### src/rtl/game_pkg.sv
// rtl/game_pkg.sv - shared decision encoding and input-stage FSM types for the game
package game_pkg;

  localparam int DEC_W = 2;

  typedef enum logic [DEC_W-1:0] {DEC_A, DEC_B, DEC_C, DEC_D} decision_t;

  typedef enum logic [1:0] {
    ST_IDLE,
    ST_DEBOUNCE,
    ST_COMMIT,
    ST_WAIT_RELEASE
  } din_state_t;

  function automatic logic is_onehot4(input logic [3:0] v);
    return (v != 4'b0000) && ((v & (v - 4'd1)) == 4'b0000);
  endfunction

  // Non-one-hot inputs map to DEC_A; callers gate on is_onehot4 first.
  function automatic decision_t onehot4_to_dec(input logic [3:0] oh);
    case (oh)
      4'b0010: return DEC_B;
      4'b0100: return DEC_C;
      4'b1000: return DEC_D;
      default: return DEC_A;
    endcase
  endfunction

endpackage

### src/rtl/btn_sync.sv
// rtl/btn_sync.sv - two-flop synchronizer bank for asynchronous button inputs
module btn_sync #(
  parameter int W = 4
) (
  input  logic         clk,
  input  logic         reset,
  input  logic [W-1:0] d,
  output logic [W-1:0] q
);

  logic [W-1:0] meta;

  always_ff @(posedge clk or posedge reset) begin
    if (reset) begin
      meta <= '0;
      q    <= '0;
    end else begin
      meta <= d;
      q    <= meta;
    end
  end

endmodule

### src/rtl/decision_input.sv
// rtl/decision_input.sv - debounces four player buttons into a one-shot 2-bit decision
module decision_input
  import game_pkg::*;
#(
  parameter int DEBOUNCE_CYCLES = 4
) (
  input  logic             clk,
  input  logic             reset,
  input  logic [3:0]       btn,
  output logic [DEC_W-1:0] Decision,
  output logic             decision_valid,
  output logic             multi_err,
  output logic [7:0]       press_count,
  output logic             busy
);

  localparam int CNT_W = $clog2(DEBOUNCE_CYCLES + 1);
  localparam logic [CNT_W-1:0] CNT_LAST = CNT_W'(DEBOUNCE_CYCLES - 1);

  if (DEBOUNCE_CYCLES < 1) begin : g_param_check
    $error("decision_input: DEBOUNCE_CYCLES must be >= 1");
  end

  logic [3:0]       sync_btn;
  din_state_t       state, state_n;
  logic [CNT_W-1:0] cnt, cnt_n;
  logic [3:0]       sample, sample_n;
  decision_t        dec_q, dec_n;
  logic             valid_n, multi_n;
  logic [7:0]       pc_n;

  btn_sync #(.W(4)) u_sync (
    .clk   (clk),
    .reset (reset),
    .d     (btn),
    .q     (sync_btn)
  );

  always_ff @(posedge clk or posedge reset) begin
    if (reset) begin
      state          <= ST_IDLE;
      cnt            <= '0;
      sample         <= '0;
      dec_q          <= DEC_A;
      decision_valid <= 1'b0;
      multi_err      <= 1'b0;
      press_count    <= '0;
    end else begin
      state          <= state_n;
      cnt            <= cnt_n;
      sample         <= sample_n;
      dec_q          <= dec_n;
      decision_valid <= valid_n;
      multi_err      <= multi_n;
      press_count    <= pc_n;
    end
  end

  // Strobes default low so they last exactly the COMMIT cycle.
  always_comb begin
    state_n  = state;
    cnt_n    = cnt;
    sample_n = sample;
    dec_n    = dec_q;
    valid_n  = 1'b0;
    multi_n  = 1'b0;
    pc_n     = press_count;
    case (state)
      ST_IDLE: begin
        if (sync_btn != 4'b0000) begin
          sample_n = sync_btn;
          cnt_n    = '0;
          state_n  = ST_DEBOUNCE;
        end
      end
      ST_DEBOUNCE: begin
        if (sync_btn == 4'b0000) begin
          cnt_n   = '0;
          state_n = ST_IDLE;
        end else if (sync_btn != sample) begin
          sample_n = sync_btn;
          cnt_n    = '0;
        end else if (cnt == CNT_LAST) begin
          state_n = ST_COMMIT;
          if (is_onehot4(sample)) begin
            dec_n   = onehot4_to_dec(sample);
            valid_n = 1'b1;
            pc_n    = press_count + 8'd1;
          end else begin
            multi_n = 1'b1;
          end
        end else begin
          cnt_n = cnt + CNT_W'(1);
        end
      end
      ST_COMMIT: begin
        cnt_n   = '0;
        state_n = ST_WAIT_RELEASE;
      end
      ST_WAIT_RELEASE: begin
        if (sync_btn != 4'b0000) begin
          cnt_n = '0;
        end else if (cnt == CNT_LAST) begin
          cnt_n   = '0;
          state_n = ST_IDLE;
        end else begin
          cnt_n = cnt + CNT_W'(1);
        end
      end
      default: begin
        cnt_n   = '0;
        state_n = ST_IDLE;
      end
    endcase
  end

  assign Decision = dec_q;
  assign busy     = (state != ST_IDLE);

endmodule
### config.mk
export PLATFORM = sky130hd
export DESIGN_NAME = decision_input
export DESIGN_NICKNAME = d
export VERILOG_FILES = /design/src/rtl/game_pkg.sv /design/src/rtl/btn_sync.sv /design/src/rtl/decision_input.sv
export SDC_FILE = /design/constraint.sdc
export NUM_CORES = 1
export LEC_CHECK = 0
export BUFFER_PORTS_ARGS = -buffer_cell sky130_fd_sc_hd__buf_2
export CAP_MARGIN = 20
export CORE_MARGIN = 2
export CORE_UTILIZATION = 39
export DETAILED_ROUTE_END_ITERATION = 8
export HOLD_SLACK_MARGIN = 0.08
export PLACE_DENSITY = 0.65
export SKIP_LAST_GASP = 1
export SYNTH_ARGS = -nofsm -noshare
export SYNTH_HDL_FRONTEND = slang
export SYNTH_SLANG_ARGS = --single-unit
export TNS_END_PERCENT = 5
### constraint.sdc
create_clock -name clk -period 2.2 [get_ports clk]
set_clock_uncertainty 0.05 [all_clocks]
set_input_delay 0.11 -clock clk [delete_from_list [all_inputs] [get_ports clk]]
set_output_delay 0.11 -clock clk [all_outputs]
set_load 0.01 [all_outputs]
* Word level (Yosys, flattened, before mapping) *
Index checks and enable logic that the tools add are counted.

storage, ports and cells
  bits of input ports = 6
  register bits after elaboration = 29
  output and inout bits = 13
  word-level logic and storage cells = 72

cells by class
  add/sub/neg operators = 3
  multiplexer cells = 29
  equal/unequal tests = 16
  reduce and logical (&&, ||, !) cells = 12
  bitwise logic cells = 3

operators with widths
  operator                                          count
  two-way mux 3 bit                                 6
  two-way mux 2 bit                                 6
  two-way mux 4 bit                                 3
  case mux 3 bit (4 select lines)                   1
  two-way mux 1 bit                                 10
  inequality test 2 bit, second input constant      5
  AND reduction 5 bit                               2
  adder 8 x 1 -> 8 bit, second input constant       1
  logical NOT 4 bit                                 2
  case mux 2 bit (4 select lines)                   1
  case mux 4 bit (2 select lines)                   1
  nonzero test 4 bit                                2
  inequality test 3 bit, second input constant      2
  case mux 2 bit (3 select lines)                   1
  bitwise AND 4 bit                                 1
  == test 2 bit, second input constant              2
  == test 4 x 2 -> 1 bit, second input constant     1
  == test 4 x 3 -> 1 bit, second input constant     1
  == test 4 bit, second input constant              1
  inequality test 4 bit                             1
  inequality test 4 bit, second input constant      1
  AND reduction 4 bit                               1
  nonzero test 2 bit                                2
  subtractor 4 x 1 -> 4 bit, second input constant  1
  other kinds (7)                                   8

* Depth between registers and ports, before layout *
Gate-level depths: netlist of the first run.

  word-level depth = 9
  mapped depth = 7
  gate-level depth less buffers = 6

* Cells and area by module *
From an unflattened synthesis of the first run, not the netlist that was laid out.

second synthesis, totals
  cell total of the unflattened synthesis = 112
  area total of the unflattened synthesis = 1347.5 sq um

by module, submodules not included
  module          times used  sequential area each (sq um)  area each (sq um)  cells each
  decision_input  1           525.5                         1143.6             103
  btn_sync        1           200.2                         203.9              9

* Worst setup path after synthesis of the first run *
No wires, ideal clock.

  path type = register to register
  from = register sample[2]
  to = register dec_q[0], in the netlist Decision[0]
  setup time = 0.125 ns
  stages on the path, launching flop included = 7
  clock period less this slack = 1.874 ns
  setup slack = 0.326 ns
  arrival = 1.699 ns
  required time = 2.025 ns
  buffers on the path = 1
  cell sequence = dfrtp_1 -> buf_6 -> xnor2_2 -> nand4_1 -> or3_4 -> nor2_2 -> mux2_2

on the way
  longest elaborated chain between the ends = 5
  elaborated cells between the ends (all ways) = 12
  classes of those cells = add/sub (1); eq/ne (4); mux (1); bitwise (2); reduce/logical (4)

RTL lines
  element                               line                  source
  from (decl)                           decision_input.sv:27  logic [3:0] sample, sample_n;
  from (signal assigned)                decision_input.sv:51  sample <= sample_n;
  subtractor 4 x 1 -> 4 bit             game_pkg.sv:16        return (v != 4'b0000) && ((v & (v - 4'd1)) == 4'b0000);
  bitwise AND 4 bit                     game_pkg.sv:16
  logical NOT 4 bit                     game_pkg.sv:16
  logical AND 1 bit                     game_pkg.sv:16
  AND reduction 5 bit (no source line)  -
  to (signal assigned)                  decision_input.sv:52  dec_q <= dec_n;
  to (decl)                             decision_input.sv:28  decision_t dec_q, dec_n;

Parallel ways exist; a longest one is shown, timed or not.
A chain may end at the register's enable or synchronous reset.

* Final worst setup path of the first run *
  from = register sample[3]
  to = register press_count[1]

on the way
  longest elaborated chain between the ends = 5
  elaborated cells between the ends (all ways) = 8
  classes of those cells = add/sub (1); eq/ne (1); bitwise (2); reduce/logical (4)

RTL lines
  element                                   line                  source
  subtractor 4 x 1 -> 4 bit                 game_pkg.sv:16
  bitwise AND 4 bit                         game_pkg.sv:16
  logical NOT 4 bit                         game_pkg.sv:16
  logical AND 1 bit                         game_pkg.sv:16
  AND reduction 5 bit (no source line) (*)  -
  to (signal assigned)                      decision_input.sv:55  press_count <= pc_n;
  to (decl)                                 decision_input.sv:13  output logic [7:0] press_count,

Every way passes the cells marked *; elsewhere a longest branch is shown, timed or not.

==> results of run 1 <==
## power breakdown
group	internal [W]	leakage [nW]	switching, W
clock network	0.000185	0.0413	0.000176
logic	0.0000356	0.370	0.0000308
registers	0.000546	0.372	0.0000168
## metrics by stage
step / total power (W) / setup WS [ns] / std cells
after floorplan: 0.000622 / 0.326 / 104
after global placement: 0.000631 / 0.181 / 167
after detailed placement: 0.000634 / 0.0972 / 167
after CTS: 0.00101 / 0.0697 / 180
after global routing: 0.00105 / 0.0361 / 180
final: 0.000991 / 0.162 / 180
## cell families (layout without fill, tap and decap cells)
logic type	after synthesis	after routing	synth area share [%]
xor+xnor	13	13	9.67
buf+inv	8	38	3.94
fa+ha+maj	4	4	3.76
mux	8	8	6.67
flops	29	29	54.5
simple gates	35	35	18.1
compound gates	7	7	3.38
## cells in the final DEF, fill, tap and decap left out, drive strengths merged, types with 5 or more instances in the layout
| cell type | Yosys | layout |
|---|---|---|
| nand2 | 8 | 8 |
| xnor2 | 6 | 6 |
| dlygate4sd3 | 0 | 5 |
| mux2 | 7 | 7 |
| nor3 | 5 | 5 |
| dfrtp | 29 | 29 |
| nor2 | 5 | 5 |
| buf | 3 | 20 |
| inv | 5 | 5 |
| clkbuf | 0 | 7 |
| xor2 | 7 | 7 |
## registers in the layout, indices dropped and copies added (netlist names), named ones only
name,count
Decision,2
multi_err,1
u_sync.meta,4
u_sync.q,4
sample,4
decision_valid,1
press_count,8
cnt,3
state,1
## cell usage after synthesis
| library cell | number | area (um2) |
|---|---|---|
| nand2_1 | 8 | 30.0 |
| nor4b_1 | 3 | 26.3 |
| nor4_4 | 2 | 42.5 |
| xor2_1 | 7 | 61.3 |
| nor2b_1 | 1 | 6.26 |
| a22o_1 | 1 | 8.76 |
| mux2i_1 | 1 | 10.0 |
| and3b_1 | 1 | 8.76 |
| mux2_2 | 7 | 78.8 |
| nor2_1 | 4 | 15.0 |
| o21a_1 | 1 | 7.51 |
| inv_1 | 5 | 18.8 |
| or2_1 | 1 | 6.26 |
| xnor2_2 | 2 | 32.5 |
| a41oi_1 | 1 | 8.76 |
| or3_4 | 1 | 11.3 |
| or3_1 | 1 | 6.26 |
| xnor2_1 | 4 | 35.0 |
| ha_1 | 4 | 50.1 |
| nor3b_4 | 1 | 18.8 |
| nand4_1 | 1 | 6.26 |
| buf_6 | 3 | 33.8 |
| nor3_1 | 5 | 25.0 |
| nand3_1 | 4 | 20.0 |
| nor4_2 | 1 | 12.5 |
| o21ai_0 | 4 | 20.0 |
| nor2_2 | 1 | 6.26 |
| dfrtp_1 | 29 | 726 |
## layer usage
metal	vias up	routed length (um)	share of wire [%]	global-route usage, %
met5	-	0	0	0
met4	0	39	1.9	5.83
met3	5	119	5.7	5.77
met2	25	1040	49	20.8
met1	416	902	43	12.7
li1	416	-	-	-
## worst max-delay path: cells and delay by family, from the launching register on
family	cells	cell delay (ns)
AND/OR/NAND/NOR	3	0.87
XOR/XNOR	1	0.18
multiplexers	1	0.34
flip-flops	1	0.48
## how the worst min path moves through the flow
stage	to	slack, ns	cells after the start
2_1_floorplan	u_sync.meta[0]	0.09	0
3_3_place_gp	cnt[1]	0.13	3
3_5_place_dp	press_count[1]	0.15	3
4_1_cts	u_sync.q[2]	0.31	0
5_1_grt	u_sync.q[3]	0.31	0
6_report	u_sync.q[2]	0.30	0
## cell type report
type	count	area share [%]
clock inverter	1	0.315
multi-input combinational	67	35.3
tap	46	3.63
sequential	29	45.7
clock buffer	7	4.10
timing repair buffer	25	9.78
inverter	5	1.18
## what timing repair did
item                                   CTS  global route
endpoints found under the hold margin   33             0
resized for setup                        0             1
setup endpoints to repair                0             2
hold buffers                             5             0
==> qor.txt, run 1 <==
Critical Path Start - sample[3]
P_leak - 0.784 nW
Post-CTS Setup Repair Bufs - 0
Port Buffers - 18
Die H - 62.5 um
Outcome - complete, no violations
Syn Inst Count - 104
Clock transition at path regs - 0.09 ns
Post-route cell area - 1590 um2
Mean Syn Cell Area - 12.8 um2
Total GRT Usage - 12.2%
CTS buffer count - 5
Filler cells - 312
Die width - 62.5 um
Nets - 143
GR Overflow Total - 0
Largest net degree at the start of global routing - 30
DRC Markers - 0
Final setup viols - 0
Hold slack - 0.304 ns
Largest stage delay, worst path - 0.51 ns
Clock Path Buffers - 2
RSZ-0062 raised after global routing - false
Post-Syn Area - 1330 um2
Slowest CP cell - or3_4
Multi-input logic area - 559 um2
Endpoint type of the worst setup path - flip-flop
Total Wirelength - 2100 um
Post-route ant nets - 0
Critical path class - flip-flop to flip-flop
PD cells - 624 nW/um2
CP required - 2.37 ns
Max-Cap Viols - 0
Hold Path Origin - u_sync.meta[2]
Slew headroom - 62.8%
Actual slew at the worst max-slew pin - 0.551 ns
Clk sinks - 29
Hold Path Class - flip-flop to flip-flop
Pins Over Slew Limit - 0
Peak Freq - 491 MHz
Sequential Area - 726 um2
Utilization after layout - 47.9%
Period utilization - 92.6%
DR iter-0 viols - 25
R2R setup slack - 0.16 ns
Setup crit start kind - flip-flop
Worst-skew pair later-pin latency - 0.32 ns
1st-pass router iterations - 4
Vias in the first global route - 840
Worst r2r dst - press_count[1]
Routability cong. - 0.804
Share of cells above drive strength 1 - 32.1%
Timing endpoint of the critical path - press_count[1]
Seq/Total Area, Yosys - 54.5%
Reg-to-Reg Start - sample[3]
Rows - 21
DP Area - 1460 um2
First-pass GRT wire length - 3660 um
Starting Density - 40.2%
Net Count, Synth - 114
Fin crit period - 2.04 ns
Core footprint - 3310 um2
Max VDD drop - 0.000335 V
Unique masters post-synth - 28
CTS tree - built
Vias per cell - 4.79
# diodes - 0
Fin. Hold Viols - 0
Crit-path max FO - 11
Yosys reg bits - 29
IO Pins - 19
Crit path DAT - 2.20 ns
Reg2reg path depth - 5
H-tree levels - 2
Initial antenna violation count - 0
Clock tree root driver cell - clkbuf_4
Setup TNS - 0 ns
Drt wl/cell - 11.7 um
DR vias - 862
Die Area - 3900 um2
Worst-path cell chain - xnor2_2 -> nand4_1 -> or3_4 -> nor2_4 -> mux2_2
Yosys warning count - 0
HPWL after detailed placement - 1500 um
Synth-to-layout area growth - 19.1%
Power figures use the tool's default switching activity.
==> inputs of run 2 (changes only) <==
--- a/config.mk
+++ b/config.mk
@@ -9,6 +9,7 @@
 export CAP_MARGIN = 20
 export CORE_MARGIN = 2
 export CORE_UTILIZATION = 39
+export CTS_BUF_LIST = sky130_fd_sc_hd__clkbuf_8
 export DETAILED_ROUTE_END_ITERATION = 8
 export HOLD_SLACK_MARGIN = 0.08
 export PLACE_DENSITY = 0.65
==> run 2 against run 1 <==
Combinational power barely moved. Sequential power about the same. Highest routed layer unchanged. Global-route usage rose by 0.077 points. Largest power group unchanged. Clock-buffer cell count unchanged. Register-to-register slack hardly changed.
==> qor.txt, run 2 (same netlist as run 1, synthesis figures left out) <==
Commonest non-fill, non-tap cells in the layout - dfrtp_1, buf_2, nand2_1
Period utilization - 92.4% (-0.19 points)
Nets - 143 (unchanged)
Vias in the first global route - 858 (+2.1%)
# diodes - 0 (unchanged)
Worst-path cell chain - xnor2_2 -> nand4_1 -> or3_4 -> nor2_4 -> mux2_2
Rows - 21 (unchanged)
DR iter-0 viols - 21 (-16%)
H-tree levels - 2 (unchanged)
Setup crit start kind - flip-flop
Clk sinks - 29 (unchanged)
Hold Path Class - flip-flop to flip-flop
Max reg flops - 8 (unchanged)
Largest stage delay, worst path - 0.51 ns (about the same)
RSZ-0062 raised after global routing - false
Top Family by Delay on Critical Path - simple AND/OR/NAND/NOR gates
Critical path class - flip-flop to flip-flop
Max-Cap Viols - 0 (unchanged)
Core footprint - 3310 um2 (unchanged)
Drt wl/cell - 11.6 um (-0.14%)
Most flops, register - press_count
Port Buffers - 18 (unchanged)
Clock Path Buffers - 2 (unchanged)
Placed insts - 167 (unchanged)
Die H - 62.5 um (unchanged)
Max VDD drop - 0.000397 V (+19%)
CTS tree - built
Vias per cell - 4.68 (-2.2%)
Final setup viols - 0 (unchanged)
Final non-filler cell total - 180 (unchanged)
CP required - 2.31 ns (-0.06 ns)
Peak Freq - 492 MHz (+0.21%)
Clock transition at path regs - 0.06 ns (-0.03 ns)
Crit-path max FO - 11 (unchanged)
Largest net degree at the start of global routing - 30 (unchanged)
IO Pins - 19 (unchanged)
Synth-to-layout area growth - 21.4%
Clock tree root driver cell - clkbuf_8
Pins Over Slew Limit - 0 (unchanged)
Worst-skew pair later-pin latency - 0.27 ns (-0.05 ns)
Fin. Hold Viols - 0 (unchanged)
Slowest CP cell - or3_4
Buf+Inv Stages, Crit Path - 0 (unchanged)
Fin crit period - 2.03 ns (-0.00419 ns)
DRC Markers - 0 (unchanged)
Post-CTS Setup Repair Bufs - 0 (unchanged)
Die Area - 3900 um2 (unchanged)
Total Wirelength - 2100 um (-0.14%)
1st-pass router iterations - 4 (unchanged)
Actual slew at the worst max-slew pin - 0.548 ns (-0.00249 ns)
Post-route ant nets - 0 (unchanged)
Leading cell type in the layout, fill and taps excluded - dfrtp_1
P_leak - 0.797 nW (+1.7%)
GR Overflow Total - 0 (unchanged)
Setup TNS - 0 ns (unchanged)
Total GRT Usage - 12.3% (+0.077 points)
Crit path DAT - 2.14 ns (-0.06 ns)
Share of cells above drive strength 1 - 32.1% (unchanged)
Die width - 62.5 um (unchanged)
DR vias - 843 (-2.2%)
Outcome - complete, no violations
Initial antenna violation count - 0 (unchanged)
First-pass GRT wire length - 3680 um (+0.55%)
PD cells - 677 nW/um2 (+8.4%)
Starting Density - 40.2% (unchanged)
Endpoint type of the worst setup path - flip-flop
CTS buffer count - 5 (unchanged)
Slew headroom - 62.9% (+0.17 points)
HPWL after detailed placement - 1500 um (unchanged)
Routability cong. - 0.804 (unchanged)
## run 2: cell counts in the layout (fill, tap and decap cells not counted)
No cell type changed its count.
## run 2: final cells by class
type / instances / area (um2)
clock buffer: 7 / 96.3
clock inverter: 1 / 5.00
fill: 307 / 1690
inverter: 5 / 18.8
multi-input combinational: 67 / 559
sequential: 29 / 726
tap: 46 / 57.6
timing repair buffer: 25 / 155
## run 2: worst reg2reg max path, cell delays in order, from the launching register on
cell     delay [ns]
dfrtp_1        0.47
xnor2_2        0.18
nand4_1        0.19
or3_4          0.51
nor2_4         0.18
mux2_2         0.34
## run 2: metal layers
metal | track usage (%) | routed length [um] | vias to the layer above | share of wire (%)
li1 | - | - | 412 | -
met1 | 12.7 | 917 | 405 | 44
met2 | 21.1 | 1070 | 24 | 51
met3 | 5.23 | 96 | 2 | 4.6
met4 | 6.67 | 14 | 0 | 0.67
met5 | 0 | 0 | - | 0
## run 2: path summary, 6_finish.rpt
check / startpoint / endpoint / slack (ns) / cells past startpoint
min reg2reg: u_sync.meta[2] / u_sync.q[2] / 0.30 / 0
max: sample[3] / press_count[1] / 0.17 / 5
max in group asynchronous: reset / sample[0] / 1.44 / 4
min: u_sync.meta[2] / u_sync.q[2] / 0.30 / 0
max reg2reg: sample[3] / press_count[1] / 0.17 / 5
min in group asynchronous: reset / press_count[1] / 0.40 / 4
## run 2: timing repair
action / 4_1_cts / 5_1_grt
hold buffers: 5 / 0
hold endpoints to repair: 33 / 0
endpoints found under the setup margin: 0 / 2
resized for setup: 0 / 1
## run 2: stage by stage
| step | utilization, % | hold WS [ns] | worst slack [ns] | cell area [um2] | power, W |
|---|---|---|---|---|---|
| finish | 48.9 | 0.297 | 0.166 | 1620 | 0.00110 |
| floorplan | - | 0.0914 | 0.326 | 1330 | 0.000622 |
| CTS | 48.7 | 0.299 | 0.0776 | 1610 | 0.00111 |
| global placement | 44.1 | 0.134 | 0.181 | 1460 | 0.000631 |
| global route | 48.9 | 0.303 | 0.0480 | 1620 | 0.00115 |
| detailed placement | 44.1 | 0.148 | 0.0972 | 1460 | 0.000634 |
## run 2: power by group
part | internal, W | switching, W
registers | 0.000547 | 0.0000169
clock network | 0.000282 | 0.000182
logic | 0.0000356 | 0.0000310
==> inputs of run 3 (changes only) <==
==> constraint.sdc (replaced) <==
create_clock -name clk -period 2.2 [get_ports clk]
set_clock_uncertainty 0.05 [all_clocks]
set_input_delay 0 -clock clk [delete_from_list [all_inputs] [get_ports clk]]
set_output_delay 0 -clock clk [all_outputs]
set_load 0.01 [all_outputs]
==> run 3 against run 2 <==
Maximum frequency shrank 1.0%. Sequential power about the same. Clock power rose by 20%. Cell area increased by 0.54%. Utilization grew 0.26 points. Sequential cell count did not move. Cell count stayed put. Non-clock buffer count unchanged.
==> qor.txt, run 3 (same netlist as run 1, synthesis figures left out) <==
Synth-to-layout area growth - 22.1%
Power Total - 0.00118 W (+8.1%)
Routability cong. - 0.807 (+0.37%)
Total GRT Usage - 12.9% (+0.62 points)
Commonest non-fill, non-tap cells in the layout - dfrtp_1, buf_2, nand2_1
Max-Cap Viols - 0 (unchanged)
Share of cells above drive strength 1 - 32.1% (unchanged)
1st-pass router iterations - 2 (-2)
Total Wirelength - 2160 um (+3.2%)
Clk sinks - 29 (unchanged)
H-tree levels - 2 (unchanged)
Max reg flops - 8 (unchanged)
Critical Path Start - sample[3]
Fin crit period - 2.05 ns (+0.0212 ns)
Clock Path Buffers - 2 (unchanged)
Crit-path max FO - 11 (unchanged)
Post-route ant nets - 0 (unchanged)
Final non-filler cell total - 180 (unchanged)
Largest net degree at the start of global routing - 30 (unchanged)
CTS buffer count - 5 (unchanged)
Die H - 62.5 um (unchanged)
DR iter-0 viols - 62 (+200%)
Peak Freq - 487 MHz (-1.0%)
Placed insts - 167 (unchanged)
CP required - 2.31 ns (about the same)
Vias per cell - 4.67 (-0.24%)
P_leak - 0.797 nW (about the same)
Starting Density - 40.2% (unchanged)
Fin. Hold Viols - 0 (unchanged)
PD cells - 728 nW/um2 (+7.5%)
Post-CTS sizing - 0 (unchanged)
Worst-skew pair later-pin latency - 0.28 ns (about the same)
# diodes - 0 (unchanged)
Period utilization - 93.4% (+0.96 points)
Max VDD drop - 0.000421 V (+6.0%)
Rows - 21 (unchanged)
Die Area - 3900 um2 (unchanged)
DRC Markers - 0 (unchanged)
Crit path DAT - 2.17 ns (+0.03 ns)
Setup TNS - 0 ns (unchanged)
Port Buffers - 18 (unchanged)
First-pass GRT wire length - 3800 um (+3.4%)
Actual slew at the worst max-slew pin - 0.539 ns (-0.00914 ns)
RSZ-0062 raised after global routing - false
Leading cell type in the layout, fill and taps excluded - dfrtp_1
Core footprint - 3310 um2 (unchanged)
GR Overflow Total - 0 (unchanged)
Outcome - complete, no violations
Pre-CTS setup slack - 0.126 ns (+0.0287 ns)
HPWL after detailed placement - 1520 um (+1.4%)
Initial antenna violation count - 0 (unchanged)
Critical path class - flip-flop to flip-flop
Die width - 62.5 um (unchanged)
Hold Path Class - input pin to asynchronous set/reset pin
Slew headroom - 63.6% (+0.62 points)
Final setup viols - 0 (unchanged)
DR vias - 841 (-0.24%)
Endpoint type of the worst setup path - flip-flop
Drt wl/cell - 12.0 um (+3.2%)
IO Pins - 19 (unchanged)
Vias in the first global route - 878 (+2.3%)
CTS tree - built
Most flops, register - press_count
Pins Over Slew Limit - 0 (unchanged)
Clock transition at path regs - 0.07 ns (about the same)
Reg-to-Reg Start - sample[3]
Nets - 143 (unchanged)
Setup crit start kind - flip-flop
Setup WS post-layout - 0.145 ns (-0.0212 ns)
Clock tree root driver cell - clkbuf_8
## run 3: final cells by class
type | count | area, um2
clock buffer | 5 | 68.8
clock inverter | 3 | 46.3
fill | 309 | 1680
inverter | 5 | 18.8
multi-input combinational | 67 | 554
sequential | 29 | 726
tap | 46 | 57.6
timing repair buffer | 25 | 155
## run 3: per-layer routing
layer,wire (um),up-vias,GRT usage (%)
met5,0,-,0
met4,21,0,5.83
met3,123,2,5.95
met2,1090,19,21.8
met1,929,404,13.9
li1,-,416,-
## run 3: what timing repair did
action	CTS	global route
hold endpoints to repair	33	0
setup buffers	0	0
endpoints found under the setup margin	0	1
hold buffers	5	0
## run 3: metrics by stage
| step | util [%] | instance area [um2] | hold WS [ns] |
|---|---|---|---|
| after CTS | 49.1 | 1630 | 0.281 |
| after global placement | 44.1 | 1460 | 0.0230 |
| after global routing | 49.1 | 1630 | 0.295 |
| after detailed placement | 44.1 | 1460 | 0.0381 |
| after floorplan | - | 1330 | -0.0186 |
| final | 49.1 | 1630 | 0.282 |
## run 3: critical path, stage by stage, from the launching register on
cell and delay (ns):
dfrtp_1 0.47, xnor2_2 0.18, nand4_1 0.17, or3_4 0.50, nor2_2 0.22, mux2_2 0.35
## run 3: final timing paths
kind / end / slack [ns] / depth (start not counted)
setup / recovery: press_count[1] / 0.15 / 5
hold / removal: press_count[1] / 0.28 / 4
setup reg to reg: press_count[1] / 0.15 / 5
hold reg to reg: u_sync.q[3] / 0.30 / 0
max in group asynchronous: sample[3] / 1.56 / 4
min in group clk: u_sync.q[3] / 0.30 / 0
## run 3: report_power, final
group | switching (W) | internal (W) | total [W]
clock network | 0.000216 | 0.000338 | 0.000555
registers | 0.0000167 | 0.000547 | 0.000564
logic | 0.0000304 | 0.0000356 | 0.0000660
total | 0.000263 | 0.000921 | 0.00118
